==> src/rtl/bcd_pkg.sv <==
// bcd_pkg: shared types, constants and helpers for the BCD serial subtractor
//   BCD_DIGIT_W     width of one packed BCD digit
//   BCD_NINE        constant used to form the 9's complement of a digit
//   bcd_digit_t     one BCD digit
//   bcd_sub_state_e subtractor FSM states
//   bcd_digit_ok()  true when a digit is a legal BCD value (0..9)
package bcd_pkg;
    localparam int BCD_DIGIT_W = 4;
    localparam logic [3:0] BCD_NINE = 4'd9;
    typedef logic [BCD_DIGIT_W-1:0] bcd_digit_t;
    typedef enum logic [1:0] {IDLE, SUB, NEG, DONE} bcd_sub_state_e;
    function automatic logic bcd_digit_ok(input bcd_digit_t d);
        return d <= BCD_NINE;
    endfunction
endpackage

==> src/rtl/bcd_digit_adder.sv <==
// bcd_digit_adder: combinational single-digit BCD adder with decimal correction
//   a_i, b_i  BCD addend digits
//   c_i       carry in
//   d_o       BCD sum digit
//   c_o       decimal carry out
module bcd_digit_adder
    import bcd_pkg::*;
(
    input  bcd_digit_t a_i,
    input  bcd_digit_t b_i,
    input  logic       c_i,
    output bcd_digit_t d_o,
    output logic       c_o
);
    logic [BCD_DIGIT_W:0] s;
    // Largest sum is 9 + 9 + 1 = 19, so one subtraction of 10 always suffices.
    assign s   = {1'b0, a_i} + {1'b0, b_i} + {{BCD_DIGIT_W{1'b0}}, c_i};
    assign c_o = s > 5'd9;
    assign d_o = c_o ? BCD_DIGIT_W'(s - 5'd10) : s[BCD_DIGIT_W-1:0];
endmodule

==> src/rtl/bcd_serial_subtractor.sv <==
// bcd_serial_subtractor: digit-serial BCD A - B via 10's complement, sign-magnitude result
//   clk, rst_n           clock, asynchronous active-low reset
//   in_valid, in_ready   operand handshake (ready only in IDLE)
//   a_bcd, b_bcd         packed BCD operands, digit 0 in bits [3:0]
//   out_valid, out_ready result handshake (valid only in DONE)
//   diff_bcd             magnitude of A - B
//   neg                  result is negative
//   err                  an operand digit was above 9
module bcd_serial_subtractor
    import bcd_pkg::*;
#(
    parameter int DIGITS = 4
) (
    input  logic                        clk,
    input  logic                        rst_n,
    input  logic                        in_valid,
    output logic                        in_ready,
    input  logic [BCD_DIGIT_W*DIGITS-1:0] a_bcd,
    input  logic [BCD_DIGIT_W*DIGITS-1:0] b_bcd,
    output logic                        out_valid,
    input  logic                        out_ready,
    output logic [BCD_DIGIT_W*DIGITS-1:0] diff_bcd,
    output logic                        neg,
    output logic                        err
);
    localparam int W  = BCD_DIGIT_W * DIGITS;
    localparam int IW = DIGITS > 1 ? $clog2(DIGITS) : 1;

    bcd_sub_state_e state_q, state_d;
    logic [W-1:0]   a_q, a_d, b_q, b_d, r_q, r_d;
    logic [IW-1:0]  idx_q, idx_d;
    logic           carry_q, carry_d, neg_q, neg_d, err_q, err_d;
    logic           bad, last, co;
    bcd_digit_t     x, y, d;

    // SUB adds a_i + (9 - b_i); NEG reuses the same adder for 0 + (9 - r_i).
    // Operands and result shift right one digit per step, so digit 0 is always current.
    assign x = state_q == SUB ? a_q[BCD_DIGIT_W-1:0] : '0;
    assign y = BCD_NINE - (state_q == SUB ? b_q[BCD_DIGIT_W-1:0] : r_q[BCD_DIGIT_W-1:0]);

    bcd_digit_adder u_add (
        .a_i(x),
        .b_i(y),
        .c_i(carry_q),
        .d_o(d),
        .c_o(co)
    );

    assign last = idx_q == IW'(DIGITS - 1);

    always_comb begin
        bad = 1'b0;
        for (int i = 0; i < DIGITS; i++)
            bad = bad | !bcd_digit_ok(a_bcd[i*BCD_DIGIT_W +: BCD_DIGIT_W])
                      | !bcd_digit_ok(b_bcd[i*BCD_DIGIT_W +: BCD_DIGIT_W]);
    end

    always_comb begin
        state_d = state_q;
        a_d     = a_q;
        b_d     = b_q;
        r_d     = r_q;
        idx_d   = idx_q;
        carry_d = carry_q;
        neg_d   = neg_q;
        err_d   = err_q;
        case (state_q)
            IDLE: if (in_valid) begin
                a_d     = a_bcd;
                b_d     = b_bcd;
                r_d     = '0;
                idx_d   = '0;
                carry_d = 1'b1;
                neg_d   = 1'b0;
                err_d   = bad;
                state_d = bad ? DONE : SUB;
            end
            SUB, NEG: begin
                a_d     = a_q >> BCD_DIGIT_W;
                b_d     = b_q >> BCD_DIGIT_W;
                r_d     = (r_q >> BCD_DIGIT_W) | (W'(d) << (W - BCD_DIGIT_W));
                carry_d = co;
                idx_d   = idx_q + 1'b1;
                if (last) begin
                    idx_d = '0;
                    // A final carry of 0 after SUB means A < B: negate the 10's-complement result.
                    if (state_q == SUB && !co) begin
                        state_d = NEG;
                        carry_d = 1'b1;
                    end else begin
                        state_d = DONE;
                        neg_d   = state_q == NEG;
                    end
                end
            end
            DONE: if (out_ready) state_d = IDLE;
            default: state_d = IDLE;
        endcase
    end

    always_ff @(posedge clk or negedge rst_n) begin
        if (!rst_n) begin
            state_q <= IDLE;
            a_q     <= '0;
            b_q     <= '0;
            r_q     <= '0;
            idx_q   <= '0;
            carry_q <= 1'b0;
            neg_q   <= 1'b0;
            err_q   <= 1'b0;
        end else begin
            state_q <= state_d;
            a_q     <= a_d;
            b_q     <= b_d;
            r_q     <= r_d;
            idx_q   <= idx_d;
            carry_q <= carry_d;
            neg_q   <= neg_d;
            err_q   <= err_d;
        end
    end

    assign in_ready  = state_q == IDLE;
    assign out_valid = state_q == DONE;
    assign diff_bcd  = r_q;
    assign neg       = neg_q;
    assign err       = err_q;
endmodule
==> config.mk <==
export PLATFORM = sky130hd
export DESIGN_NAME = bcd_serial_subtractor
export DESIGN_NICKNAME = d
export VERILOG_FILES = /design/src/rtl/bcd_pkg.sv /design/src/rtl/bcd_digit_adder.sv /design/src/rtl/bcd_serial_subtractor.sv
export SDC_FILE = /design/constraint.sdc
export NUM_CORES = 1
export LEC_CHECK = 0
export CORE_AREA = 2 2 81 83
export CTS_CLUSTER_SIZE = 8
export DETAILED_ROUTE_END_ITERATION = 8
export DIE_AREA = 0 0 83 85
export PLACE_DENSITY = 0.84
export SLEW_MARGIN = 40
export SYNTH_ARGS = -nofsm -noshare
export SYNTH_HDL_FRONTEND = slang
export SYNTH_HIERARCHICAL = 1
export SYNTH_SLANG_ARGS = --single-unit
==> constraint.sdc <==
create_clock -name clk -period 3.5 [get_ports clk]
set_input_delay 0.7 -clock clk [delete_from_list [all_inputs] [get_ports clk]]
set_output_delay 0.7 -clock clk [all_outputs]
set_load 0.03 [all_outputs]
; ---- Word-level counts from Yosys, hierarchy flattened
; Cells that the tools add are included.
[word_totals]
reg_bits = 55
inputBits = 36
out_inout_bits = 20
word_cells = 81
[op_classes]
addsub = 5
order_cmp = 9
eq_ne = 8
muxes = 26
bitwise_logic = 8
reduce_logical = 17
[op_table]
columns = cell, n
row1 = $pmux W16 S2, 3
row2 = $mux W16, 3
row3 = $le A4 B4 Y1 const B, 8
row4 = $or A12 B16 Y16, 1
row5 = $mux W2, 6
row6 = $mux W4, 3
row7 = $logic_not A1 Y1, 9
row8 = $mux W1, 7
row9 = $or A1 B1 Y1, 7
row10 = $eq A2 B2 Y1 const B, 3
row11 = $ne A2 B2 Y1 const B, 3
row12 = $pmux W2 S3, 1
row13 = $add A4 B4 Y5, 1
row14 = $add A5 B1 Y5, 1
row15 = $gt A5 B4 Y1 const B, 1
row16 = $pmux W1 S2, 2
row17 = $pmux W2 S2, 1
row18 = $reduce_and A2 Y1, 2
row19 = $reduce_and A4 Y1, 1
row20 = $sub A4 B4 Y4 const A, 1
row21 = $sub A4 B4 Y4 const B, 1
row22 = $reduce_and A3 Y1, 1
row23 = $add A2 B1 Y2 const B, 1
row24 = $eq A2 B1 Y1 const B, 1
row25 = other kinds (5), 5

; ---- Longest topological paths before layout
; Gate-level depths: netlist (run 1).
[depth]
ltp_word = 12
mapped_depth = 14
mapped_depth_nobuf = 13

; ---- Cells and area by module
; The synthesis (run 1) kept the hierarchy.
[modules_own_cells]
columns = module, instances, cells_each, area_each_um2, seq_area_each_um2
row1 = bcd_serial_subtractor, 1, 241, 2618.8, 1376.3
row2 = bcd_digit_adder, 1, 22, 211.5, 0.0

; ---- Least setup slack after synthesis (run 1)
; Ideal clock, no wire load.
[synth_path]
kind = reg2reg
from = register state_q[1]
to = register neg_q (netlist: neg)
setup_time_ps = 125
arrival_ps = 3391
slack_ps = -16
stages_incl_launch_ff = 15
n_path_buf = 1
synth_period_minus_slack_ps = 3516
cell_sequence = dfrtp_1 -> inv_1 -> ha_1 -> buf_2 -> and2_1 -> fa_1 -> fa_1 -> xnor2_1 -> ha_1 -> a31o_1 -> o31ai_4 -> nand2b_1 -> nand3_1 -> a21oi_2 -> mux2_4
[synth_lines]
columns = element, line_no
row1 = start: declaration, bcd_serial_subtractor.sv:29  ; bcd_sub_state_e state_q, state_d;
row2 = start signal: assignment, bcd_serial_subtractor.sv:112  ; state_q <= state_d;
row3 = $eq A2 B1 Y1, bcd_serial_subtractor.sv:38  ; assign x = state_q == SUB ? a_q[BCD_DIGIT_W-1:0] : '0;
row4 = $mux W4, bcd_serial_subtractor.sv:38
row5 = via x[0], bcd_serial_subtractor.sv:34  ; bcd_digit_t x, y, d;
row6 = $add A4 B4 Y5, bcd_digit_adder.sv:17  ; assign s = {1'b0, a_i} + {1'b0, b_i} + {{BCD_DIGIT_W{1'b0}}, c_i};
row7 = $add A5 B1 Y5, bcd_digit_adder.sv:17
row8 = $gt A5 B4 Y1, bcd_digit_adder.sv:18  ; assign c_o = s > 5'd9;
row9 = via co, bcd_serial_subtractor.sv:33  ; logic bad, last, co;
row10 = $logic_not A1 Y1, bcd_serial_subtractor.sv:87  ; if (state_q == SUB && !co) begin
row11 = $logic_and A1 B1 Y1, bcd_serial_subtractor.sv:87
row12 = $ne A2 B2 Y1 (no source line), -
row13 = $reduce_and A4 Y1 (no source line), -
row14 = end signal: assignment, bcd_serial_subtractor.sv:118  ; neg_q <= neg_d;
row15 = end: declaration, bcd_serial_subtractor.sv:32  ; logic carry_q, carry_d, neg_q, neg_d, err_q, err_d;
; The timed path passes the listed nets, and every way through them passes these cells. The select of a mux whose other input is x is not followed.
; A chain may end at the register's enable or synchronous reset.

; ---- Worst setup path in the final report (run 1)
; Ends and elaborated chain as after synthesis.

==> impl_metrics.csv, run 1 <==
group,metric,value,unit
yosys,muxShareOfSynthArea,11.49,%
drt,ant_nets,0,
setup_path,critPathKind,"flip-flop to flip-flop",
drt,num_vias,2140,
setup_path,cpMaxStageDelayCell,"fa_2",
final_layout,final_common_cell,"dfrtp_1",
yosys,synth_fa_ha_area_share,6.278,%
grt,grt-ovfl-total,0,
yosys,yosys-top-cells-area,"dfrtp_1 49%, mux2i_1 11%, o21ai_1 5.7%",
floorplan,die_h,85,microns
placed_design,gp_congestion,0.8832,
yosys,yosys_warnings,6,
final_layout,area_growth,26.08,%
grt,grt_usage,18.08,%
drt,wl_per_cell,15.44,microns
yosys,ys_types,34,
setup_path,endpoint_kind,"flip-flop",
sta,setup_viol,0,
yosys,synthCells,263,
clock_tree,clkSinkCount,55,
sta,slew_violations,0,
placed_design,port_buffers,55,
yosys,synth-compound-area-share,19.36,%
setup_path,crit_fanout,5,
yosys,syn_area,2830,sq um
sta,post-route-period-util,96.47,%
setup_path,slowest_delay,530,ps
setup_path,cp-start-kind,"flip-flop",
grt,grt_pass1_wl,10470,microns
placed_design,post-dp-hpwl,4418,microns
final_layout,fillers,503,
floorplan,rows,29,
sta,max_slew_margin,49.02,%
clock_tree,h-tree-depth,2,
yosys,synth_top_area_cell,"dfrtp_1",
floorplan,start_util,45.61,%
yosys,synth-async-reset-ratio,100.0,%
final_layout,fin_util,57.51,%
setup_path,cp_data_arrival_time,3580,ps
yosys,synth-simple-area-share,8.532,%
floorplan,fp.dieW,83,microns
clock_tree,clk-insertion-delay-late,320,ps
clock_tree,clockBufferDepth,2,
yosys,synth-seq-cells,55,
clock_tree,postCtsHoldBufs,0,
floorplan,dieArea,7055,sq um
floorplan,core_area,6205,sq um
grt,antenna_found_initial,0,
grt,grt_max_degree,43,
yosys,yosysTopAreaCellShare,48.63,%
yosys,synth_top_family_by_area,"compound AO/OA/AOI/OAI gates",
drt,route.detailed.drc,0,
sta,worstMarginPinSlew,763.1,ps
final_layout,layout-drive-gt1-share,9.494,%
final_layout,nets,364,
clock_tree,root_buffer,"clkbuf_8",
drt,drtIter0Drc,146,
sta,rsz0062_at_grt,"false",
sta,fmaxAchievable,0.2962,GHz
drt,post_drt_via_cell_ratio,5.445,
clock_tree,cts.clk_slew.worst_paths,100,ps
yosys,synth_edf_count,0,
final_layout,layout_common_cells,"55 x dfrtp_1, 54 x clkdlybuf4s50_1, 34 x nand2_1",
drt,dr.pass1.iters,4,
final_layout,fin_area,3568,sq um
drt,drt-total-wl,6069,microns
sta,min_period,3376,ps
yosys,syn_nets,312,
clock_tree,cts-buffers-inserted,5,
setup_path,required,3700,ps
placed_design,dpl_cell_area,3432,sq um
yosys,synth_xor_area_share,0.9284,%
yosys,avgSynthCellArea,10.76,sq um
sta,finalHoldViolations,0,
clock_tree,cts_tree,"yes",
grt,first_global_vias,2178,
outcome,status,"finished, final reports clean",
floorplan,io_pins,56,
setup_path,path_cells,"inv_2 -> ha_4 -> and2_1 -> fa_1 -> fa_2 -> inv_1 -> ha_1 -> a31o_1 -> o31ai_4 -> nand2b_1 -> nand3_1 -> a21oi_2 -> mux2_4",
yosys,yosysSeqAreaShare,48.63,%
sta,fin_skew,7.583,ps
yosys,synth_flop_cell,"dfrtp_1",
run,maxCapViolCount,0,
final_layout,antenna_cells,0,
worst_hold_path,min_path_type,"primary input to asynchronous set/reset pin",
==> synthesized netlist by cell type (2+ instances only) <==
| cell type | count |
|---|---|
| buf_6 | 3 |
| o21ai_0 | 8 |
| a22oi_1 | 8 |
| dfrtp_1 | 55 |
| buf_4 | 2 |
| ha_1 | 11 |
| o21ai_1 | 32 |
| nand4_1 | 2 |
| nand2_1 | 34 |
| a21oi_2 | 2 |
| inv_1 | 8 |
| buf_2 | 9 |
| inv_2 | 2 |
| and2_1 | 5 |
| nor2_1 | 5 |
| nand3_1 | 2 |
| mux2i_1 | 31 |
| a22o_1 | 18 |
| a21oi_1 | 6 |
| o22ai_1 | 2 |
| nor2_4 | 2 |
| xnor2_1 | 3 |
| fa_1 | 2 |
==> final cells by class <==
| type | count | area [sq um] | area share (%) |
|---|---|---|---|
| clock buffer | 5 | 68.82 | 1.928 |
| multi-input combinational | 183 | 1365 | 38.25 |
| inverter | 10 | 37.54 | 1.052 |
| sequential | 55 | 1376 | 38.57 |
| clock inverter | 3 | 28.78 | 0.8065 |
| tap | 77 | 96.34 | 2.700 |
| timing repair buffer | 60 | 595.6 | 16.69 |
==> registers in the layout, summed over array words and instances, names as in the netlist <==
| name | cells |
|---|---|
| b_q | 16 |
| state_q | 2 |
| diff_bcd | 16 |
| carry_q | 1 |
| err | 1 |
| a_q | 16 |
| idx_q | 2 |
| neg | 1 |
==> final timing paths <==
| path | depth (start not counted) | endpoint | from | slack, ps |
|---|---|---|---|---|
| worst min-delay path | 1 | a_q[0] | rst_n | 410 |
| min in group clk | 2 | b_q[6] | b_q[6] | 500 |
| worst min register to register | 2 | b_q[6] | b_q[6] | 500 |
| max in group asynchronous | 2 | b_q[8] | rst_n | 2310 |
| worst max-delay path | 13 | neg | state_q[1] | 120 |
| worst max register to register | 13 | neg | state_q[1] | 120 |
==> layer usage <==
metal | global-route usage, % | vias up | part of all wire, %
met5 | 0 | - | 0
met3 | 3.307 | 9 | 4.0
met2 | 30.87 | 52 | 49
met1 | 24.65 | 1029 | 45
met4 | 3.130 | 0 | 1.2
li1 | - | 1050 | -
==> kinds of logic (layout without fill, tap and decap cells) <==
| kind of cell | Yosys count | in the layout |
|---|---|---|
| DFF | 55 | 55 |
| adders and majority gates | 13 | 13 |
| xor gates and xnor gates | 3 | 3 |
| and+or+nand+nor | 53 | 53 |
| muxes | 32 | 32 |
| buffers and inverters | 25 | 78 |
| AOI/OAI and AO/OA | 82 | 82 |
==> worst max-delay path, delay by kind of cell (launching register included) <==
family	cells	cell delay (ps)
buffers and inverters	2	150
multiplexers	1	300
flip-flops	1	400
adder cells (fa/ha/maj)	4	1380
AO/OA/AOI/OAI	3	600
AND/OR/NAND/NOR	3	420
==> stage by stage <==
step | instances | TNS (ps) | hold slack, ps | setup WS [ps]
2_1_floorplan | 263 | 0 | 404.4 | 53.19
3_3_place_gp | 385 | 0 | 466.2 | 97.89
3_5_place_dp | 385 | -47.06 | 477.4 | -47.06
4_1_cts | 393 | 0 | 421.5 | 44.65
5_1_grt | 393 | 0 | 469.1 | 30.92
6_report | 393 | 0 | 406.5 | 123.7
==> timing repair <==
action / CTS / global route
gates cloned: 0 / 0
pin swaps: 0 / 0
buffers inserted: 0 / 0
endpoints found under the setup margin: 1 / 2
gates resized for setup: 2 / 6
Power of run 1 is not shown: default switching activity piles up to over one toggle a cycle in this logic, so the estimate is an artifact.
==> inputs of run 2 (changes only) <==
GPL_TIMING_DRIVEN = 0   (was unset)
==> run 2 against run 1 <==
- clock-buffer cell count unchanged
- critical path type unchanged
- worst hold slack worse by 180 ps
- global-route usage up 0.30 points
- register-to-register slack better by 20 ps
- maximum frequency up 0.58%
- core utilization up 2.4 points
- sequential share of layout area down 1.5 points
==> impl_metrics.csv, run 2 (synthesis gave the netlist of run 1 again) <==
group,metric,value,unit
final_layout,nets,384,
setup_path,cp_common_cell,"fa_2",
sta,post-route-period-util,95.91,%
placed_design,gp_congestion,0.8331,
setup_path,r2r-start,"state_q[0]",
setup_path,cp-start-kind,"flip-flop",
floorplan,dieArea,7055,sq um
clock_tree,clkSinkCount,55,
sta,min_period,3357,ps
sta,setup_viol,0,
final_layout,layout-drive-gt1-share,15.48,%
sta,max_slew_margin,70.86,%
run,maxCapViolCount,0,
setup_path,required,3700,ps
clock_tree,clk-insertion-delay-late,320,ps
sta,rsz0062_at_grt,"false",
setup_path,crit_fanout,5,
clock_tree,postCtsHoldBufs,0,
worst_hold_path,min_path_type,"primary input to asynchronous set/reset pin",
floorplan,rows,29,
sta,fmaxAchievable,0.2979,GHz
clock_tree,cts.clk_slew.worst_paths,110,ps
outcome,status,"finished, final reports clean",
drt,route.detailed.drc,0,
sta,worstMarginPinSlew,437.1,ps
setup_path,critPathKind,"flip-flop to flip-flop",
grt,grt_usage,18.38,%
drt,wl_per_cell,15.81,microns
drt,drtIter0Drc,132,
setup_path,rr_worst_depth,13,
placed_design,post-dp-hpwl,4761,microns
final_layout,layout_common_cells,"55 x dfrtp_1, 54 x clkdlybuf4s50_1, 34 x nand2_1",
grt,first_global_vias,2192,
sta,finalHoldViolations,0,
drt,dr.pass1.iters,4,
sta,fin_skew,14.07,ps
clock_tree,cts_tree,"yes",
setup_path,cp_data_arrival_time,3560,ps
final_layout,fillers,509,
setup_path,cpMaxStageDelayCell,"fa_2",
sta,slew_violations,0,
floorplan,die_h,85,microns
final_layout,final_common_cell,"dfrtp_1",
floorplan,core_area,6205,sq um
placed_design,port_buffers,55,
drt,ant_nets,0,
clock_tree,clockBufferDepth,2,
drt,drt-total-wl,6529,microns
setup_path,crit_start,"state_q[0]",
clock_tree,cts-buffers-inserted,5,
clock_tree,h-tree-depth,2,
drt,num_vias,2240,
clock_tree,root_buffer,"clkbuf_8",
setup_path,slowest_delay,540,ps
grt,antenna_found_initial,0,
setup_path,endpoint_kind,"flip-flop",
floorplan,io_pins,56,
setup_path,path_cells,"ha_4 -> buf_6 -> and2_4 -> fa_2 -> fa_2 -> inv_1 -> ha_2 -> a31o_1 -> o31ai_4 -> nand2b_4 -> nand3_1 -> a21oi_2 -> mux2_4",
floorplan,start_util,45.61,%
grt,grt_max_degree,41,
grt,grt-ovfl-total,0,
setup_path,r2r-end,"neg",
grt,grt_pass1_wl,10430,microns
final_layout,fin_util,59.91,%
final_layout,antenna_cells,0,
drt,post_drt_via_cell_ratio,5.424,
final_layout,area_growth,31.34,%
setup_path,r2r_slack,140,ps
floorplan,fp.dieW,83,microns
run 2: area by class of cell:
class                   instances  area [sq um]  area share, %
plain buffers                  15         103.9          2.794
clock buffers                   5         68.82          1.851
clock inverters                 3         27.53         0.7405
inverters                      10         37.54          1.010
multi-input cells             183          1374          36.96
flip-flops and latches         55          1376          37.02
well taps                      77         96.34          2.592
repair buffers                 65         633.1          17.03
run 2: layer usage:
layer,routed length [microns],vias to the layer above,GRT usage [%]
li1,-,1084,-
met1,2863,1090,22.78
met2,3300,57,32.55
met3,265,9,3.405
met4,99,0,6.110
met5,0,-,0
run 2: critical path, delay by kind of cell, from the launching register on:
family	cells	cell delay (ps)
flops	1	440
compound gates	3	610
fa+ha+maj	4	1290
buf+inv	2	200
simple gates	3	400
mux	1	300
run 2: how the worst max path moves through the flow:
| stage | endpoint | slack, ps | depth (start not counted) |
|---|---|---|---|
| floorplan | neg | 50 | 14 |
| global placement | neg | -150 | 14 |
| detailed placement | neg | -220 | 14 |
| CTS | neg | 30 | 13 |
| global route | neg | 30 | 14 |
| finish | neg | 140 | 13 |
run 2: stage by stage:
step                      setup TNS [ps]  area (sq um)  cells  setup WS (ps)  hold slack, ps
final                                  0          3717    413          143.3           227.1
after CTS                              0          3625    406          26.55           232.5
after detailed placement          -222.0          3495    396         -222.0           475.2
after global routing                   0          3717    413          26.51           235.1
after global placement            -151.0          3477    395         -151.0           465.4
after floorplan                        0          2830    263          53.19           404.4
run 2: timing repair:
item                       CTS  global route
pin swaps                    3             3
setup buffers                2             6
resized for setup            6             7
gates cloned                 0             1
setup endpoints to repair    1             2
Power of run 2 is left out for the same reason.
